[src/rtl/quad_dec.sv]
// rtl/quad_dec.sv - x4 quadrature decoder with input filtering, index and snapshot capture
// Sync + glitch filter on A/B/Z, Gray decode into a wrapping signed position counter.
module quad_dec #(
  parameter int CNT_WIDTH = 32,
  parameter int FILT_LEN  = 4
) (
  input  logic                 clk,
  input  logic                 sclr,
  input  logic                 A,
  input  logic                 B,
  input  logic                 Z,
  input  logic                 clr,
  input  logic                 snapshot,
  output logic [CNT_WIDTH-1:0] count,
  output logic [CNT_WIDTH-1:0] count_snap,
  output logic [CNT_WIDTH-1:0] index_pos,
  output logic                 step,
  output logic                 dir,
  output logic                 changed,
  output logic                 err,
  output logic                 z_flag
);

  localparam int FW = (FILT_LEN > 1) ? $clog2(FILT_LEN) : 1;
  localparam logic [FW-1:0] FLAST = FW'(FILT_LEN - 1);
  localparam logic [CNT_WIDTH-1:0] ONE = CNT_WIDTH'(1);

  typedef enum logic {ST_ARM, ST_RUN} state_t;

  state_t               state, state_nxt;
  logic [1:0]           arm_cnt, arm_cnt_nxt;
  logic [2:0]           s1, s2, f, p;   // bit 0 = A, 1 = B, 2 = Z
  logic [FW-1:0]        fcnt [3];
  logic                 run, a_chg, b_chg, mv, illegal, fwd;
  logic                 do_step, do_err, z_rise;
  logic [CNT_WIDTH-1:0] count_nxt;

  always_ff @(posedge clk) begin
    if (sclr) begin
      state   <= ST_ARM;
      arm_cnt <= '0;
    end else begin
      state   <= state_nxt;
      arm_cnt <= arm_cnt_nxt;
    end
  end

  always_comb begin
    state_nxt   = state;
    arm_cnt_nxt = '0;
    case (state)
      ST_ARM: begin
        arm_cnt_nxt = arm_cnt + 2'd1;
        if (arm_cnt == 2'd2) state_nxt = ST_RUN;
      end
      ST_RUN:  state_nxt = ST_RUN;
      default: state_nxt = ST_ARM;
    endcase
  end

  // Forward order is 00->01->11->10; for a single-bit change, old A xor new B marks forward.
  always_comb begin
    run       = (state == ST_RUN);
    a_chg     = p[0] ^ f[0];
    b_chg     = p[1] ^ f[1];
    mv        = a_chg ^ b_chg;
    illegal   = a_chg & b_chg;
    fwd       = p[0] ^ f[1];
    do_step   = run & mv;
    do_err    = run & illegal;
    z_rise    = run & ~p[2] & f[2];
    count_nxt = count;
    if (do_step) count_nxt = fwd ? count + ONE : count - ONE;
    if (clr) count_nxt = '0;
  end

  always_ff @(posedge clk) begin
    if (sclr) begin
      s1         <= '0;
      s2         <= '0;
      f          <= '0;
      p          <= '0;
      for (int i = 0; i < 3; i++) fcnt[i] <= '0;
      count      <= '0;
      count_snap <= '0;
      index_pos  <= '0;
      step       <= 1'b0;
      dir        <= 1'b0;
      changed    <= 1'b0;
      err        <= 1'b0;
      z_flag     <= 1'b0;
    end else begin
      s1 <= {Z, B, A};
      s2 <= s1;
      if (!run) begin
        // Absorb whatever level the inputs hold so nothing decodes on the way out of ARM.
        f <= s2;
        p <= s2;
        for (int i = 0; i < 3; i++) fcnt[i] <= '0;
      end else begin
        p <= f;
        for (int i = 0; i < 3; i++) begin
          if (s2[i] == f[i]) begin
            fcnt[i] <= '0;
          end else if (fcnt[i] == FLAST) begin
            f[i]    <= s2[i];
            fcnt[i] <= '0;
          end else begin
            fcnt[i] <= fcnt[i] + FW'(1);
          end
        end
      end

      step  <= do_step;
      if (do_step) dir <= fwd;
      count <= count_nxt;

      if (clr)         err <= 1'b0;
      else if (do_err) err <= 1'b1;

      if (z_rise) index_pos <= count_nxt;
      if (clr)         z_flag <= 1'b0;
      else if (z_rise) z_flag <= 1'b1;

      if (snapshot) count_snap <= count;
      if (do_step)       changed <= 1'b1;
      else if (snapshot) changed <= 1'b0;
    end
  end

endmodule
[config.mk]
export PLATFORM = sky130hd
export DESIGN_NAME = quad_dec
export DESIGN_NICKNAME = d
export VERILOG_FILES = /design/src/rtl/quad_dec.sv
export SDC_FILE = /design/constraint.sdc
export NUM_CORES = 1
export LEC_CHECK = 0
export BUFFER_PORTS_ARGS = -buffer_cell sky130_fd_sc_hd__buf_2
export CORE_ASPECT_RATIO = 0.75
export CORE_MARGIN = 4
export CORE_UTILIZATION = 25
export CTS_CLUSTER_SIZE = 24
export DETAILED_ROUTE_END_ITERATION = 7
export GPL_ROUTABILITY_DRIVEN = 0
export GPL_TIMING_DRIVEN = 0
export PLACE_DENSITY = 0.53
export SLEW_MARGIN = 40
export SYNTH_ARGS = -nofsm -noshare
export SYNTH_HDL_FRONTEND = slang
export SYNTH_SLANG_ARGS = --single-unit
export TNS_END_PERCENT = 30
[constraint.sdc]
create_clock -name clk -period 3.35 [get_ports clk]
set_input_delay 0.5025 -clock clk [delete_from_list [all_inputs] [get_ports clk]]
set_output_delay 0.5025 -clock clk [all_outputs]
set_load 0.03 [all_outputs]
* After elaboration in Yosys (flattened, before gate mapping)
Memory sizes are Yosys's and may differ from the RTL's.
Index checks and enable logic that the tools add are counted.
** Operators by class
- Eq/ne operators :: 13
- Mux-type cells :: 74
- Bitwise logic cells :: 23
- Reduce and logical (&&, ||, !) cells :: 6
- Add/sub/neg operators :: 6
** Operators by type and width (count)
- 32-bit 2-to-1 mux :: 3
- 1-bit 2-to-1 mux :: 56
- 32-bit by 1-bit adder with 32-bit output, second input constant :: 1
- 32-bit by 1-bit subtractor with 32-bit output, second input constant :: 1
- 2-bit 2-to-1 mux :: 12
- 1-bit OR :: 12
- 2-bit by 1-bit adder with 2-bit output, second input constant :: 4
- 2-bit == test, second input constant :: 4
- 3-bit 2-to-1 mux :: 2
- 2-bit by 1-bit != test with 1-bit output, second input constant :: 3
- 2-bit != test, second input constant :: 3
- 2-bit AND reduction :: 3
- 1-bit AND :: 5
- 2-bit OR reduction :: 2
- 1-bit XOR :: 4
- 1-bit == test :: 3
- 1-bit NOT :: 2
- 1-bit case mux with 2 select lines :: 1
- 2-bit nonzero test :: 1
** Storage, ports and cells
- Register bits after elaboration :: 116
- Memories :: 1
- Input port bits :: 7
- Word-level logic and storage cells :: 139
- Output and inout port bits :: 101
- Memory bits (writable) :: 6
** Memories
- fcnt :: words 3, bits a word 2, rd ports 3, clocked after memory_dff 0, wr ports 3, RTL line 33 : logic [FW-1:0] fcnt [3];

* Logic depth before layout (Yosys ltp)
Gate-level depths: netlist (run 1).
- Word-level depth :: 8
- Gate-level depth with buffers :: 13

* Worst setup path after synthesis (run 1)
OpenSTA, ideal clock, no wires.
- Kind :: register -> register
- Start point :: reg f[1]
- End point :: reg index_pos[18]
- Path slack :: 0.300 ns
- Stages on the path, launching flop included :: 14
- Buffers on the path :: 3
- Period minus slack after synthesis :: 3.050 ns
- Setup time :: 0.126 ns
- Arrival time :: 2.924 ns
- Path through :: dfxtp_1 > buf_2 > xor2_4 > buf_2 > buf_1 > xnor2_1 > ha_1 > nand2_1 > o21ai_0 > nand4_1 > or3_1 > a21oi_1 > xnor2_1 > o21ai_1
** Between the ends
- Cells in the longest elaborated chain, start to end :: 5
- Elaborated cells on any way between the ends :: 7
- Those cells by class :: mux (3); bitwise (4)
** RTL lines
- from (decl) :: RTL line 32 : logic [2:0] s1, s2, f, p;
- from (signal, indexed assignment) :: RTL line 106 : f[i] <= s2[i];
- 1-bit XOR :: RTL line 65 : b_chg = p[1] ^ f[1];
- 1-bit XOR :: RTL line 66 : mv = a_chg ^ b_chg;
- 1-bit AND :: RTL line 69 : do_step = run & mv;
- 32-bit 2-to-1 mux * :: RTL line 73 : if (do_step) count_nxt = fwd ? count + ONE : count - ONE;
- 32-bit 2-to-1 mux * :: RTL line 74 : if (clr) count_nxt = '0;
- to (signal assigned) :: RTL line 121 : if (z_rise) index_pos <= count_nxt;
- to (decl) :: RTL line 16 : output logic [CNT_WIDTH-1:0] index_pos,
Every way passes the cells marked *; elsewhere a longest branch is shown, timed or not.
A chain may end at the register's enable or synchronous reset.

* Worst setup path after layout (run 1)
- Start point :: reg p[0]
- End point :: reg index_pos[18]
** Between the ends
- Cells in the longest elaborated chain, start to end :: 5
- Elaborated cells on any way between the ends :: 7
- Those cells by class :: mux (3); bitwise (4)
** RTL lines
- from (decl) :: RTL line 32
- from (signal assigned) :: RTL line 82 : p <= '0;
- from (signal assigned) :: RTL line 98 : p <= s2;
- from (signal assigned) :: RTL line 101 : p <= f;
- 1-bit XOR :: RTL line 64 : a_chg = p[0] ^ f[0];
- 1-bit XOR :: RTL line 66
- 1-bit AND :: RTL line 69
- 32-bit 2-to-1 mux * :: RTL line 73
- 32-bit 2-to-1 mux * :: RTL line 74
Marks and branches as above.

==> results, run 1 <==
- The slew at the pin with the worst max-slew slack is 0.746 ns.
- The type of element launching the critical path is a flop.
- In the routed design, unresolved DRC markers number 0.
- The number of hold buffers added after CTS is 0.
- The initial core utilization is 0.255.
- The count of cell types in the netlist is 55.
- The final number of max-transition violations is 0.
- The clock root buffer master is sky130_fd_sc_hd__clkbuf_16.
- Wire segments on met3 add up to 2160 um in the final route.
- For the worst flop-to-flop path, the logic depth is 13.
- The number of vias after detailed routing is 5,278.
- The ratio of routed vias to standard cells is 4.78.
- The detailed router finished its first iteration with 562 violations.
- In this run the critical register-to-register path is launched from p[0]$_SDFF_PP0_.
- The average cell area after synthesis is 8.53 um^2.
- The layout cell share with drive strength beyond 1 is 0.205.
- After clock tree synthesis, the clock-pin slew on the worst setup and hold paths is 0.06 ns.
- The maximum level of the CTS H-tree is 4.
- The worst register-to-register path has a setup slack of 0.25 ns.
- The hold violation count in the final report is 0.
- For this run, the leading register cell type out of synthesis is sky130_fd_sc_hd__dfxtp_1.
- The post-route minimum period is 3.10 ns.
- The sequential area share after synthesis is 0.442.
- In the post-synthesis netlist, the biggest area contributors are sky130_fd_sc_hd__dfxtp_1 (41%), sky130_fd_sc_hd__mux2i_1 (8.0%), sky130_fd_sc_hd__nor2_1 (6.5%), sky130_fd_sc_hd__nand2_1 (3.9%), sky130_fd_sc_hd__xnor2_1 (3.9%).
- In the post-synthesis netlist, the cell with the most instances is sky130_fd_sc_hd__dfxtp_1.
- The via count of the first global-routing pass came to 5,091.
- The setup violation total in the final timing report is 0.
- STA classifies the critical path endpoint as a flop.
- The floorplan step set the die height to 138 um.
- In the global route stage, overall resource usage came out at 0.152.
- Dividing total power by cell area gives a power density of 517 nW/um^2.
- The critical path starts at p[0]$_SDFF_PP0_.
- Summed over all layers, the global routing overflow is 0.
- The post-route total power is 3.75 mW.
- The largest driver fanout on the critical path is 10.
- The first global-routing pass estimated 30,200 um of wire.
- Of the total power, combinational logic draws 0.101.
- The leakage power figure is 3.02 nW.
- The share of synthesized area in the top cell type comes to 0.410.
- The reg-to-reg endpoint is index_pos[18]$_SDFFE_PP0P_.
- The total internal power is 2.79 mW.
- The net count of the finished layout is 810.
- The initial antenna violation count is 0.
- The detailed-route wire length per cell is 17.4 um.
- Pin placement for this block handled 108 I/O pins.
- The cell type contributing the most total cell area after synthesis is sky130_fd_sc_hd__dfxtp_1.
- The end point of the critical path is index_pos[18]$_SDFFE_PP0P_.
- The worst hold-check path type is input pin to flop.
- The number of max-cap violations is 0.
- The number of synthesized flops with an enable pin is 6.
- Relative to the synthesized area, the layout overhead comes to 28.0%.
- Summed over all layers, the routed wires come to 19,200 um.
- Entering global routing, the biggest net connects 17 pins.
- The maximum frequency from static timing analysis is 323 MHz.
- The final worst-path cycle share is 0.924.
- The detailed router used layers up to and including met4.
- The clock passes through at most 2 buffers.
- Data on the critical path arrives at its endpoint at 3.38 ns.
- After floorplanning, the core was divided into 47 placement rows.
- The count of buffers from port buffering is 106.
- The flow ran to the end, and the final reports show no timing, DRC or antenna violations.
- Of the total power, registers draw 0.401.
- Clock latency on the worst-skew pair, taken at its later pin, is 0.42 ns.
- The floorplan step set the die width to 182 um.
- The repair_antennas step left the layout with diodes totalling 0.
- Clock tree synthesis inserted a total of 17 buffers.
- After synthesis, the most frequently instantiated cells are sky130_fd_sc_hd__dfxtp_1 (116), sky130_fd_sc_hd__nor2_1 (98), sky130_fd_sc_hd__nand2_1 (59), sky130_fd_sc_hd__mux2i_1 (45), sky130_fd_sc_hd__clkbuf_1 (42).
- The area of the die is 25,100 um^2.
- The largest voltage drop on the vdd net is 0.329 mV.
- TritonCTS built the clock tree.
- Adding up every negative setup slack in the final design gives 0 ns.
- The post-route antenna net violation count is 0.
- The post-route met1 wirelength is 9480 um.
- The routed design uses 7300 um of met2 wire.
- On the final layout, the worst clock skew is 0.0103 ns.
- The post-synthesis instance area is 5660 um^2.
- Measured against its own limit, the worst slew margin works out to 0.503.
- In this run, placement finished with an instance count of 1,069.
- The startpoint-to-endpoint class of the critical path is flop to flop.
- The number of warnings issued by yosys is 0.
- The number of instances in the synthesized netlist is 664.
- The first TritonRoute pass finished after 5 iterations.
- The total area inside the core boundary comes to 22,200 um^2.
- Of the total power, the share spent switching nets is 0.257.
- The clock share of power is 0.498.
- Counting flops with an async set or reset pin after synthesis yields a share of 0.
- The synthesized flop and latch total is 122.
- The analysis attributes to net switching a power of 964 uW.
- The clock drives 122 sinks.
- Summed over all nets, the half-perimeter wirelength after detailed placement is 14,400 um.
- STA puts the critical path data required time at 3.64 ns.
- The finished layout holds 1,104 standard cells, fillers aside.
[power groups by stage]
stage | clock network (mW) | registers [mW] | logic, mW
after floorplan | 0 | 1.55 | 0.248
after global placement | 0 | 1.54 | 0.361
after detailed placement | 0 | 1.54 | 0.361
after CTS | 1.90 | 1.51 | 0.367
after global routing | 1.97 | 1.51 | 0.415
final | 1.87 | 1.50 | 0.377
[layout by cell type, fill, tap and decap left out, drive strengths merged, types with 2 or more instances in the layout]
cell | Yosys | final
or3 | 7 | 7
inv | 3 | 6
ha | 6 | 6
nor4 | 22 | 22
o41ai | 2 | 2
nand4 | 16 | 16
or4 | 13 | 13
nor3 | 34 | 34
and4 | 3 | 3
nand3 | 20 | 20
conb | 1 | 6
clkinv | 0 | 4
edfxtp | 6 | 6
o21ai | 41 | 41
nand2 | 59 | 59
nor2 | 98 | 98
and2 | 2 | 2
o22ai | 2 | 2
nand2b | 7 | 7
a21oi | 17 | 17
and3 | 5 | 5
clkbuf | 42 | 64
nor2b | 7 | 7
dfxtp | 116 | 116
nor3b | 3 | 3
nor4b | 3 | 3
mux2i | 45 | 45
clkinvlp | 0 | 4
xor2 | 15 | 15
buf | 16 | 122
xnor2 | 25 | 25
bufinv | 0 | 2
o221ai | 3 | 3
or2 | 8 | 8
[registers in the layout (all words and copies together), names as in the netlist]
signal	count
count	32
count_snap	32
index_pos	32
fcnt	6
f	3
p	3
s1	3
s2	3
arm_cnt	2
changed	1
dir	1
err	1
run	1
step	1
z_flag	1
[kinds of logic after synthesis]
family                     Yosys count  share of synthesized area
and+or+nand+nor                    309                      0.269
adders and majority gates            6                     0.0133
DFF                                122                      0.442
other                                1                   0.000662
muxes                               46                     0.0815
AOI/OAI and AO/OA                   79                     0.0864
buffers and inverters               61                     0.0418
xor gates and xnor gates            40                     0.0652
[metal layers]
layer  global-route usage  vias to the layer above
li1                     -                     2588
met1                0.224                     2452
met2                0.199                      221
met3               0.0678                       17
met4               0.0403                        0
met5                    0                        -
[timing repair]
action	in CTS	in global routing
setup endpoints to repair	24	21
buffers inserted	3	0
gates cloned	0	0
resized for setup	1	6
pin swaps	2	0
[area by class of cell]
cell class | count | area [um^2]
fillers | 2370 | 14900
multi-input cells | 486 | 2980
flip-flops and latches | 122 | 2500
repair buffers | 109 | 553
clock buffers | 19 | 464
well taps | 294 | 368
plain buffers | 58 | 234
clock inverters | 13 | 140
inverters | 3 | 11.3
[critical path: stages, from the launching register on]
cell and delay [ns]:
sky130_fd_sc_hd__dfxtp_1 0.49, sky130_fd_sc_hd__xor2_4 0.21, sky130_fd_sc_hd__clkbuf_4 0.26, sky130_fd_sc_hd__clkbuf_4 0.25, sky130_fd_sc_hd__xnor2_1 0.14, sky130_fd_sc_hd__ha_2 0.25
sky130_fd_sc_hd__nand2_1 0.09, sky130_fd_sc_hd__o21ai_0 0.19, sky130_fd_sc_hd__nand4_1 0.11, sky130_fd_sc_hd__buf_4 0.18, sky130_fd_sc_hd__or3_1 0.34, sky130_fd_sc_hd__a21oi_1 0.16
sky130_fd_sc_hd__xnor2_1 0.21, sky130_fd_sc_hd__o21ai_1 0.09
[stage by stage]
| step | cell area, um^2 | hold slack, ns | utilization | worst slack, ns |
|---|---|---|---|---|
| after floorplan | 5680 | 0.397 | - | 0.300 |
| after global placement | 6580 | 0.409 | 0.297 | -0.523 |
| after detailed placement | 6590 | 0.412 | 0.297 | -0.517 |
| after CTS | 7210 | 0.268 | 0.325 | 0.111 |
| after global routing | 7250 | 0.281 | 0.327 | -0.0254 |
| final | 7250 | 0.285 | 0.327 | 0.254 |
[worst min path at each step]
stage | slack (ns) | start | depth (start not counted) | endpoint
global route | 0.28 | A | 2 | s1[0]$_SDFF_PP0_
detailed placement | 0.41 | arm_cnt[0]$_SDFF_PP0_ | 1 | arm_cnt[0]$_SDFF_PP0_
CTS | 0.27 | A | 2 | s1[0]$_SDFF_PP0_
global placement | 0.41 | arm_cnt[0]$_SDFF_PP0_ | 1 | arm_cnt[0]$_SDFF_PP0_
finish | 0.28 | A | 2 | s1[0]$_SDFF_PP0_
floorplan | 0.40 | arm_cnt[0]$_SDFF_PP0_ | 1 | arm_cnt[0]$_SDFF_PP0_
No activity file was read; power rests on OpenSTA's default activity.
==> inputs of run 2 (changes only) <==
--- a/config.mk
+++ b/config.mk
@@ -8,12 +8,12 @@
 export BUFFER_PORTS_ARGS = -buffer_cell sky130_fd_sc_hd__buf_2
 export CORE_ASPECT_RATIO = 0.75
 export CORE_MARGIN = 4
-export CORE_UTILIZATION = 25
+export CORE_UTILIZATION = 40
 export CTS_CLUSTER_SIZE = 24
 export DETAILED_ROUTE_END_ITERATION = 7
 export GPL_ROUTABILITY_DRIVEN = 0
 export GPL_TIMING_DRIVEN = 0
-export PLACE_DENSITY = 0.53
+export PLACE_DENSITY = 0.72
 export SLEW_MARGIN = 40
 export SYNTH_ARGS = -nofsm -noshare
 export SYNTH_HDL_FRONTEND = slang
==> constraint.sdc (replaced) <==
create_clock -name clk -period 3.35 [get_ports clk]
set_input_delay 0.335 -clock clk [delete_from_list [all_inputs] [get_ports clk]]
set_output_delay 0.335 -clock clk [all_outputs]
set_load 0.03 [all_outputs]
==> results, run 2 (same netlist as run 1, synthesis figures left out) <==
- The slew at the pin with the worst max-slew slack is 0.743 ns (was 0.746 ns).
- The die boundary height is 111 um (was 138 um).
- The setup violation total in the final timing report was 0 (unchanged).
- Most frequent cells in the layout: sky130_fd_sc_hd__dfxtp_1 (115), sky130_fd_sc_hd__buf_2 (110), sky130_fd_sc_hd__nor2_1 (98) (was sky130_fd_sc_hd__dfxtp_1 (116), sky130_fd_sc_hd__buf_2 (110), sky130_fd_sc_hd__nor2_1 (98)).
- The clock root buffer master was sky130_fd_sc_hd__clkbuf_16 (unchanged).
- Largest registers in the final layout: count: 32 flops, count_snap: 32 flops, index_pos: 32 flops (unchanged).
- The layout cell share with drive strength beyond 1 was 0.204 (was 0.205).
- The worst hold-check path type is input pin to flop (unchanged).
- The total negative setup slack came to 0 ns (unchanged).
- The number of buffers between clock root and the deepest sink is 2 (unchanged).
- The type of element launching the critical path is a flop (unchanged).
- The ratio of total power to cell area is 514 nW/um^2 (was 517 nW/um^2).
- The depth of the most critical reg-to-reg path was 13 (unchanged).
- The number of I/O pins is 108 (unchanged).
- The number of hold buffers added after CTS is 0 (unchanged).
- The arrival time at the worst endpoint came to 3.43 ns (was 3.38 ns).
- The reg-to-reg endpoint was count[30]$_SDFF_PP0_ (was index_pos[18]$_SDFFE_PP0P_).
- The detailed-route wire length per cell is 17.1 um (was 17.4 um).
- The post-route worst setup slack is 0.199 ns (was 0.254 ns).
- The global-route wire length before repair was 26,900 um (was 30,200 um).
- The largest driver fanout on the critical path is 10 (unchanged).
- The reg-to-reg setup timing slack came to 0.20 ns (was 0.25 ns).
- The initial antenna violation count is 0 (unchanged).
- The count of clock tree sinks came to 122 (unchanged).
- The required arrival time at the worst endpoint is 3.63 ns (was 3.64 ns).
- The area of the multi-input gates is 2950 um^2 (was 2980 um^2).
- The total length of routed wires is 16,800 um (was 19,200 um).
- The final worst-path cycle share came to 0.941 (was 0.924).
- The startpoint-to-endpoint class of the critical path was flop to flop (unchanged).
- The total internal power is 2.65 mW (was 2.79 mW).
- The maximum frequency from static timing analysis is 317 MHz (was 323 MHz).
- The number of core rows is 37 (was 47).
- The leakage power figure is 3.00 nW (was 3.02 nW).
- The net switching power is 964 uW (about the same).
- The HPWL after detailed placement is 12,200 um (was 14,400 um).
- The net count reported at finish is 810 (unchanged).
- The CTS tree was done (unchanged).
- The setup slack after placement is -0.441 ns (was -0.517 ns).
- The worst hold margin came to 0.118 ns (was 0.285 ns).
- The final global-route overflow total is 0 (unchanged).
- The critical path endpoint category is a flop (unchanged).
- The final number of max-transition violations is 0 (unchanged).
- The clock transition at the register clock pins on the worst setup and hold paths after CTS was 0.06 ns (about the same).
- The source of the critical timing path was f[1]$_SDFFE_PP0P_ (was p[0]$_SDFF_PP0_).
- The die width was 145 um (was 182 um).
- The area of the die is 16,100 um^2 (was 25,100 um^2).
- The maximum level of the CTS H-tree came to 4 (unchanged).
- The number of vias after detailed routing is 5,440 (was 5,278).
- Setup repair after global routing left no endpoint under its margin.
- The fraction of power consumed by combinational cells was 0.101 (about the same).
- The number of iterations in the first detailed-routing pass is 5 (unchanged).
- The largest voltage drop on the vdd net was 0.351 mV (was 0.329 mV).
- The via count of the first global-routing pass is 5,050 (was 5,091).
- The total routing resource utilization after global routing came to 0.208 (was 0.152).
- The clock share of power is 0.482 (was 0.498).
- The worst setup skew after layout is 0.00771 ns (was 0.0103 ns).
- The initial core utilization is 0.410 (was 0.255).
- The count of buffers from port buffering is 106 (unchanged).
- The largest net degree at the start of global routing is 17 (unchanged).
- The post-route minimum period came to 3.15 ns (was 3.10 ns).
- Status: finished, final reports clean (unchanged).
- The sequential cell area is 2500 um^2 (about the same).
- The number of max-cap violations was 0 (unchanged).
- The number of buffers created by CTS is 17 (unchanged).
- The worst slew margin relative to its limit is 0.505 (was 0.503).
- The core area is 13,800 um^2 (was 22,200 um^2).
- The switching part of the total is 0.267 (was 0.257).
- The hold violation count in the final report was 0 (unchanged).
- The reg-to-reg startpoint is f[1]$_SDFFE_PP0P_ (was p[0]$_SDFF_PP0_).
- The antenna cell count is 0 (unchanged).
- The area overhead of the layout relative to synthesis was 24.3% (was 28.0%).
- The sequential fraction of design power is 0.416 (was 0.401).
- The post-route antenna net violation count was 0 (unchanged).
- The final cell utilization of the core is 0.510 (was 0.327).
- The post-route DRC violation count is 0 (unchanged).
- The end point of the critical path is count[30]$_SDFF_PP0_ (was index_pos[18]$_SDFFE_PP0P_).
- The fill cell instance count of the final layout is 1,341 (was 2,370).
- The violation count after the first detailed-route iteration is 643 (was 562).
- The clock latency on the worst-skew pair is 0.42 ns (about the same).
- The most common cell after layout, fill and taps aside is sky130_fd_sc_hd__dfxtp_1 (unchanged).
- The ratio of routed vias to standard cells came to 5.52 (was 4.78).
==> run 2: changes by cell type in the layout (fill, tap and decap cells not counted), sizes merged <==
cell	before	now
clkinvlp	4	0
bufinv	2	1
buf	122	123
clkinv	4	9
inv	6	8
clkbuf	64	61
==> run 2: critical path, cell delays in order, from the launching register on <==
cell and delay [ns]:
sky130_fd_sc_hd__dfxtp_1 0.30, sky130_fd_sc_hd__clkbuf_4 0.21, sky130_fd_sc_hd__xor2_4 0.17, sky130_fd_sc_hd__buf_4 0.21, sky130_fd_sc_hd__clkbuf_4 0.24, sky130_fd_sc_hd__xnor2_1 0.14, sky130_fd_sc_hd__ha_2 0.24, sky130_fd_sc_hd__nand2_1 0.10
sky130_fd_sc_hd__o21ai_1 0.17, sky130_fd_sc_hd__nand4_1 0.25, sky130_fd_sc_hd__mux2_2 0.36, sky130_fd_sc_hd__o32ai_1 0.32, sky130_fd_sc_hd__xnor2_1 0.23, sky130_fd_sc_hd__nor2_1 0.07
==> run 2: area by class of cell <==
cell class / count / share of cell area
plain buffers: 58 / 0.0332
well taps: 175 / 0.0311
flip-flops and latches: 122 / 0.356
repair buffers: 109 / 0.0786
clock buffers: 17 / 0.0604
inverters: 3 / 0.00160
multi-input cells: 486 / 0.419
clock inverters: 15 / 0.0199
==> run 2: what timing repair did <==
action                     CTS  global route
buffers inserted             3             0
setup endpoints to repair   19             7
pin swaps                    2             1
resized for setup            2             5
==> run 2: power by group through the flow <==
| stage | registers, mW | clock network [mW] | logic (mW) |
|---|---|---|---|
| after floorplan | 1.55 | 0 | 0.248 |
| after global placement | 1.53 | 0 | 0.346 |
| after detailed placement | 1.54 | 0 | 0.348 |
| after CTS | 1.50 | 1.76 | 0.357 |
| after global routing | 1.51 | 1.83 | 0.395 |
| final | 1.50 | 1.74 | 0.367 |
==> run 2: worst min-delay path by stage <==
stage	from	to	depth (start not counted)
6_report	A	s1[0]$_SDFF_PP0_	2
2_1_floorplan	arm_cnt[0]$_SDFF_PP0_	arm_cnt[0]$_SDFF_PP0_	1
3_3_place_gp	arm_cnt[0]$_SDFF_PP0_	arm_cnt[0]$_SDFF_PP0_	1
3_5_place_dp	arm_cnt[0]$_SDFF_PP0_	arm_cnt[0]$_SDFF_PP0_	1
5_1_grt	A	s1[0]$_SDFF_PP0_	2
4_1_cts	A	s1[0]$_SDFF_PP0_	2
==> run 2: through the flow <==
stage / cell area (um^2) / total power, mW / std cells
global placement: 6430 / 1.88 / 950
finish: 7040 / 3.61 / 985
CTS: 7030 / 3.62 / 985
detailed placement: 6440 / 1.88 / 950
global route: 7040 / 3.73 / 985
floorplan: 5680 / 1.80 / 669
==> run 2: routing by layer <==
layer	GRT usage	share of wire
met1	0.285	0.44
met2	0.291	0.41
met3	0.0858	0.13
met4	0.0759	0.018
met5	0	0
==> inputs of run 3 (changes only) <==
--- a/config.mk
+++ b/config.mk
@@ -5,6 +5,7 @@
 export SDC_FILE = /design/constraint.sdc
 export NUM_CORES = 1
 export LEC_CHECK = 0
+export ABC_AREA = 1
 export BUFFER_PORTS_ARGS = -buffer_cell sky130_fd_sc_hd__buf_2
 export CORE_ASPECT_RATIO = 0.75
 export CORE_MARGIN = 4
@@ -13,7 +14,7 @@
 export DETAILED_ROUTE_END_ITERATION = 7
 export GPL_ROUTABILITY_DRIVEN = 0
 export GPL_TIMING_DRIVEN = 0
-export PLACE_DENSITY = 0.72
+export PLACE_DENSITY = 0.71
 export SLEW_MARGIN = 40
 export SYNTH_ARGS = -nofsm -noshare
 export SYNTH_HDL_FRONTEND = slang
==> results, run 3 <==
- Top cell types by occurrence after synthesis: sky130_fd_sc_hd__nand2_1 (216), sky130_fd_sc_hd__dfxtp_1 (116), sky130_fd_sc_hd__inv_1 (106), sky130_fd_sc_hd__a21oi_1 (104), sky130_fd_sc_hd__nor2_1 (91) (was sky130_fd_sc_hd__dfxtp_1 (116), sky130_fd_sc_hd__nor2_1 (98), sky130_fd_sc_hd__nand2_1 (59), sky130_fd_sc_hd__mux2i_1 (45), sky130_fd_sc_hd__clkbuf_1 (42)).
- The post-route DRC violation count was 0 (unchanged).
- The number of synthesized flops with an enable pin is 6 (unchanged).
- The die boundary height was 120 um (was 111 um).
- The leakage power figure was 3.95 nW (was 3.00 nW).
- The synthesized flop and latch total is 122 (unchanged).
- The largest driver fanout on the critical path is 10 (unchanged).
- Most frequent cells in the layout: sky130_fd_sc_hd__nand2_1 (216), sky130_fd_sc_hd__dfxtp_1 (116), sky130_fd_sc_hd__buf_2 (107) (was sky130_fd_sc_hd__dfxtp_1 (115), sky130_fd_sc_hd__buf_2 (110), sky130_fd_sc_hd__nor2_1 (98)).
- The arrival time at the worst endpoint is 2.77 ns (was 3.43 ns).
- The count of cells resized by post-cts repair is 0 (was 2).
- Series of cell instances along the critical path: xor2_1 -> ha_1 -> nand2_1 -> clkbuf_1 -> clkbuf_1 -> a21oi_1 -> nand2_1 -> nor2_1 (was clkbuf_4 -> xor2_4 -> buf_4 -> clkbuf_4 -> xnor2_1 -> ha_2 -> nand2_1 -> o21ai_1 -> nand4_1 -> mux2_2 -> o32ai_1 -> xnor2_1 -> nor2_1).
- The antenna cell count is 0 (unchanged).
- The library cell contributing the largest single delay on the critical path was sky130_fd_sc_hd__clkbuf_1 (was sky130_fd_sc_hd__mux2_2).
- The required arrival time at the worst endpoint is 3.64 ns (was 3.63 ns).
- The cell count after placement is 1,290 (was 950).
- The cell type contributing the most total cell area after synthesis is sky130_fd_sc_hd__dfxtp_1 (unchanged).
- The type of element launching the critical path was a flop (unchanged).
- The final non-filler cell area was 8030 um^2 (was 7040 um^2).
- The number of core rows is 40 (was 37).
- The number of I/O pins is 108 (unchanged).
- The final global-route overflow total is 0 (unchanged).
- The violation count after the first detailed-route iteration is 793 (was 643).
- The standard cell area after detailed placement is 7460 um^2 (was 6440 um^2).
- The HPWL after detailed placement was 16,600 um (was 12,200 um).
- The ratio of total power to cell area was 545 nW/um^2 (was 514 nW/um^2).
- The final number of max-transition violations is 0 (unchanged).
- The number of instances in the synthesized netlist is 970 (was 664).
- The primary flip-flop cell chosen by synthesis mapping is sky130_fd_sc_hd__dfxtp_1 (unchanged).
- The slew at the pin with the worst max-slew slack is 0.773 ns (was 0.743 ns).
- The delay contributed by the slowest stage of the critical path is 0.54 ns (was 0.36 ns).
- The total length of routed wires is 21,800 um (was 16,800 um).
- The post-route antenna net violation count is 0 (unchanged).
- The net count reported at finish is 1,112 (was 810).
- The most common cell after layout, fill and taps aside is sky130_fd_sc_hd__nand2_1 (was sky130_fd_sc_hd__dfxtp_1).
- Setup repair after global routing missed its margin: no (unchanged).
- The initial core utilization is 0.412 (was 0.410).
- The clock transition at the register clock pins on the worst setup and hold paths after CTS is 0.06 ns (about the same).
- The post-synthesis instance area was 6650 um^2 (was 5660 um^2).
- The die width is 157 um (was 145 um).
- The count of cell types in the netlist is 42 (was 55).
- The final cell utilization of the core was 0.497 (was 0.510).
- The detailed-route wire length per cell is 16.5 um (was 17.1 um).
- The fill cell instance count of the final layout is 1,650 (was 1,341).
- The total negative setup slack is 0 ns (unchanged).
- The initial antenna violation count is 0 (unchanged).
- The setup violation total in the final timing report is 0 (unchanged).
- Dominant cells by area after synthesis: sky130_fd_sc_hd__dfxtp_1 (35%), sky130_fd_sc_hd__nand2_1 (12%), sky130_fd_sc_hd__a21oi_1 (7.8%), sky130_fd_sc_hd__o21ai_0 (6.2%), sky130_fd_sc_hd__inv_1 (6.0%) (was sky130_fd_sc_hd__dfxtp_1 (41%), sky130_fd_sc_hd__mux2i_1 (8.0%), sky130_fd_sc_hd__nor2_1 (6.5%), sky130_fd_sc_hd__nand2_1 (3.9%), sky130_fd_sc_hd__xnor2_1 (3.9%)).
- The via count of the first global-routing pass is 6,322 (was 5,050).
- The layout cell share with drive strength beyond 1 was 0.213 (was 0.204).
- The number of buffers created by CTS was 17 (unchanged).
- The count of clock tree sinks is 122 (unchanged).
- The average cell area after synthesis is 6.86 um^2 (was 8.53 um^2).
- The ratio of routed vias to standard cells is 5.28 (was 5.52).
- The CTS tree is done (unchanged).
- The core area was 16,200 um^2 (was 13,800 um^2).
- The most used standard cell by instance count after synthesis is sky130_fd_sc_hd__nand2_1 (was sky130_fd_sc_hd__dfxtp_1).
- The worst hold-check path type is input pin to flop (unchanged).
- The number of max-cap violations is 0 (unchanged).
- The worst slew margin relative to its limit is 0.484 (was 0.505).
- The area fraction of the dominant cell type after synthesis is 0.349 (was 0.410).
- The number of warnings issued by yosys is 0 (unchanged).
- The number of iterations in the first detailed-routing pass was 5 (unchanged).
- The clock root buffer master is sky130_fd_sc_hd__clkbuf_16 (unchanged).
- The total routing resource utilization after global routing is 0.234 (was 0.208).
- The final worst-path cycle share was 0.739 (was 0.941).
- Largest registers in the final layout: count: 32 flops, count_snap: 32 flops, index_pos: 32 flops (unchanged).
- The maximum frequency from static timing analysis came to 404 MHz (was 317 MHz).
- The count of buffers from port buffering is 105 (was 106).
- The area of the die is 18,800 um^2 (was 16,100 um^2).
- The startpoint-to-endpoint class of the critical path was flop to flop (unchanged).
- The buffer and inverter count on the worst path was 2 (was 3).
- The maximum level of the CTS H-tree was 4 (unchanged).
- The largest net degree at the start of global routing is 17 (unchanged).
- The global-route wire length before repair is 34,400 um (was 26,900 um).
- The worst setup skew after layout is 0.00985 ns (was 0.00771 ns).
- The number of vias after detailed routing is 6,983 (was 5,440).
- The async set-reset flop share out of synthesis was 0 (unchanged).
- Status: finished, final reports clean (unchanged).
- The hold violation count in the final report is 0 (unchanged).
- The sequential cell area came to 2500 um^2 (about the same).
- The post-route minimum period is 2.48 ns (was 3.15 ns).
- The final cell count without fillers is 1,322 (was 985).
- The sequential area share after synthesis came to 0.376 (was 0.442).
- The area of the multi-input gates is 3490 um^2 (was 2950 um^2).
- The number of buffers between clock root and the deepest sink is 2 (unchanged).
- The worst hold margin is 0.102 ns (was 0.118 ns).
- The buffers inserted during post-CTS setup optimization came to 0 (was 3).
- The clock latency on the worst-skew pair was 0.43 ns (was 0.42 ns).
- The category of cells accounting for the largest share of critical-path delay is buffers and inverters (unchanged).
- The largest voltage drop on the vdd net is 0.343 mV (was 0.351 mV).
- The area overhead of the layout relative to synthesis came to 20.7% (was 24.3%).
- The number of hold buffers added after CTS came to 0 (unchanged).
- The critical path endpoint category is a flop (unchanged).
[run 3: cell types whose count changed in the layout (fill, tap and decap cells not counted), moves of 21 or more]
cell                      delta
sky130_fd_sc_hd__nor4_1     -21
sky130_fd_sc_hd__nand2_2    +39
sky130_fd_sc_hd__mux2i_1    -45
sky130_fd_sc_hd__nand2_1   +157
sky130_fd_sc_hd__xnor2_1    -24
sky130_fd_sc_hd__nand3_1    +32
sky130_fd_sc_hd__o21ai_0    +52
sky130_fd_sc_hd__a21oi_1    +87
sky130_fd_sc_hd__inv_1     +103
sky130_fd_sc_hd__nor3_1     -33
[run 3: cell type report]
class,instances,area share
multi-input combinational,689,0.435
sequential,122,0.312
timing repair buffer,105,0.0654
clock buffer,20,0.0569
inverter,119,0.0556
tap,210,0.0327
buffer,45,0.0288
clock inverter,12,0.0143
[run 3: per-stage QoR]
stage	power, mW	setup slack, ns
2_1_floorplan	2.36	1.41
3_3_place_gp	2.60	0.990
3_5_place_dp	2.62	0.976
4_1_cts	4.37	0.947
5_1_grt	4.58	0.674
6_report	4.38	0.874
[run 3: final timing paths]
path | slack [ns] | depth (start not counted) | to | startpoint
max reg2reg | 0.87 | 8 | count[23]$_SDFF_PP0_ | f[1]$_SDFFE_PP0P_
min reg2reg | 0.40 | 2 | s2[2]$_SDFF_PP0_ | s1[2]$_SDFF_PP0_
min | 0.10 | 3 | s1[1]$_SDFF_PP0_ | B
max | 0.87 | 8 | count[23]$_SDFF_PP0_ | f[1]$_SDFFE_PP0P_
[run 3: where the power goes]
group / total [mW] / leakage, nW / switching (mW) / internal, mW
Combinational: 1.07 / 2.67 / 0.750 / 0.317
Clock: 1.76 / 0.270 / 0.699 / 1.06
Sequential: 1.55 / 1.01 / 0.0366 / 1.52
Total: 4.38 / 3.95 / 1.49 / 2.89
[run 3: cells by family after synthesis]
logic type / count (synthesis) / synth area share
buffers and inverters: 164 / 0.102
adder cells (fa/ha/maj): 6 / 0.0113
AND/OR/NAND/NOR: 426 / 0.280
flip-flops: 122 / 0.376
AO/OA/AOI/OAI: 238 / 0.212
other: 1 / 0.000564
XOR/XNOR: 13 / 0.0182
[run 3: worst register-to-register path, cell delays in order (launching register included)]
cell,delay (ns)
sky130_fd_sc_hd__dfxtp_1,0.44
sky130_fd_sc_hd__xor2_1,0.21
sky130_fd_sc_hd__ha_1,0.26
sky130_fd_sc_hd__nand2_1,0.11
sky130_fd_sc_hd__clkbuf_1,0.44
sky130_fd_sc_hd__clkbuf_1,0.54
sky130_fd_sc_hd__a21oi_1,0.14
sky130_fd_sc_hd__nand2_1,0.15
sky130_fd_sc_hd__nor2_1,0.06
[run 3: metal layers]
metal / track usage / wire, um / vias to the layer above
met3: 0.0609 / 2140 / 43
met1: 0.344 / 10300 / 3188
met4: 0.0721 / 442 / 0
li1: - / - / 3415
met5: 0 / 0 / -
met2: 0.333 / 8930 / 337
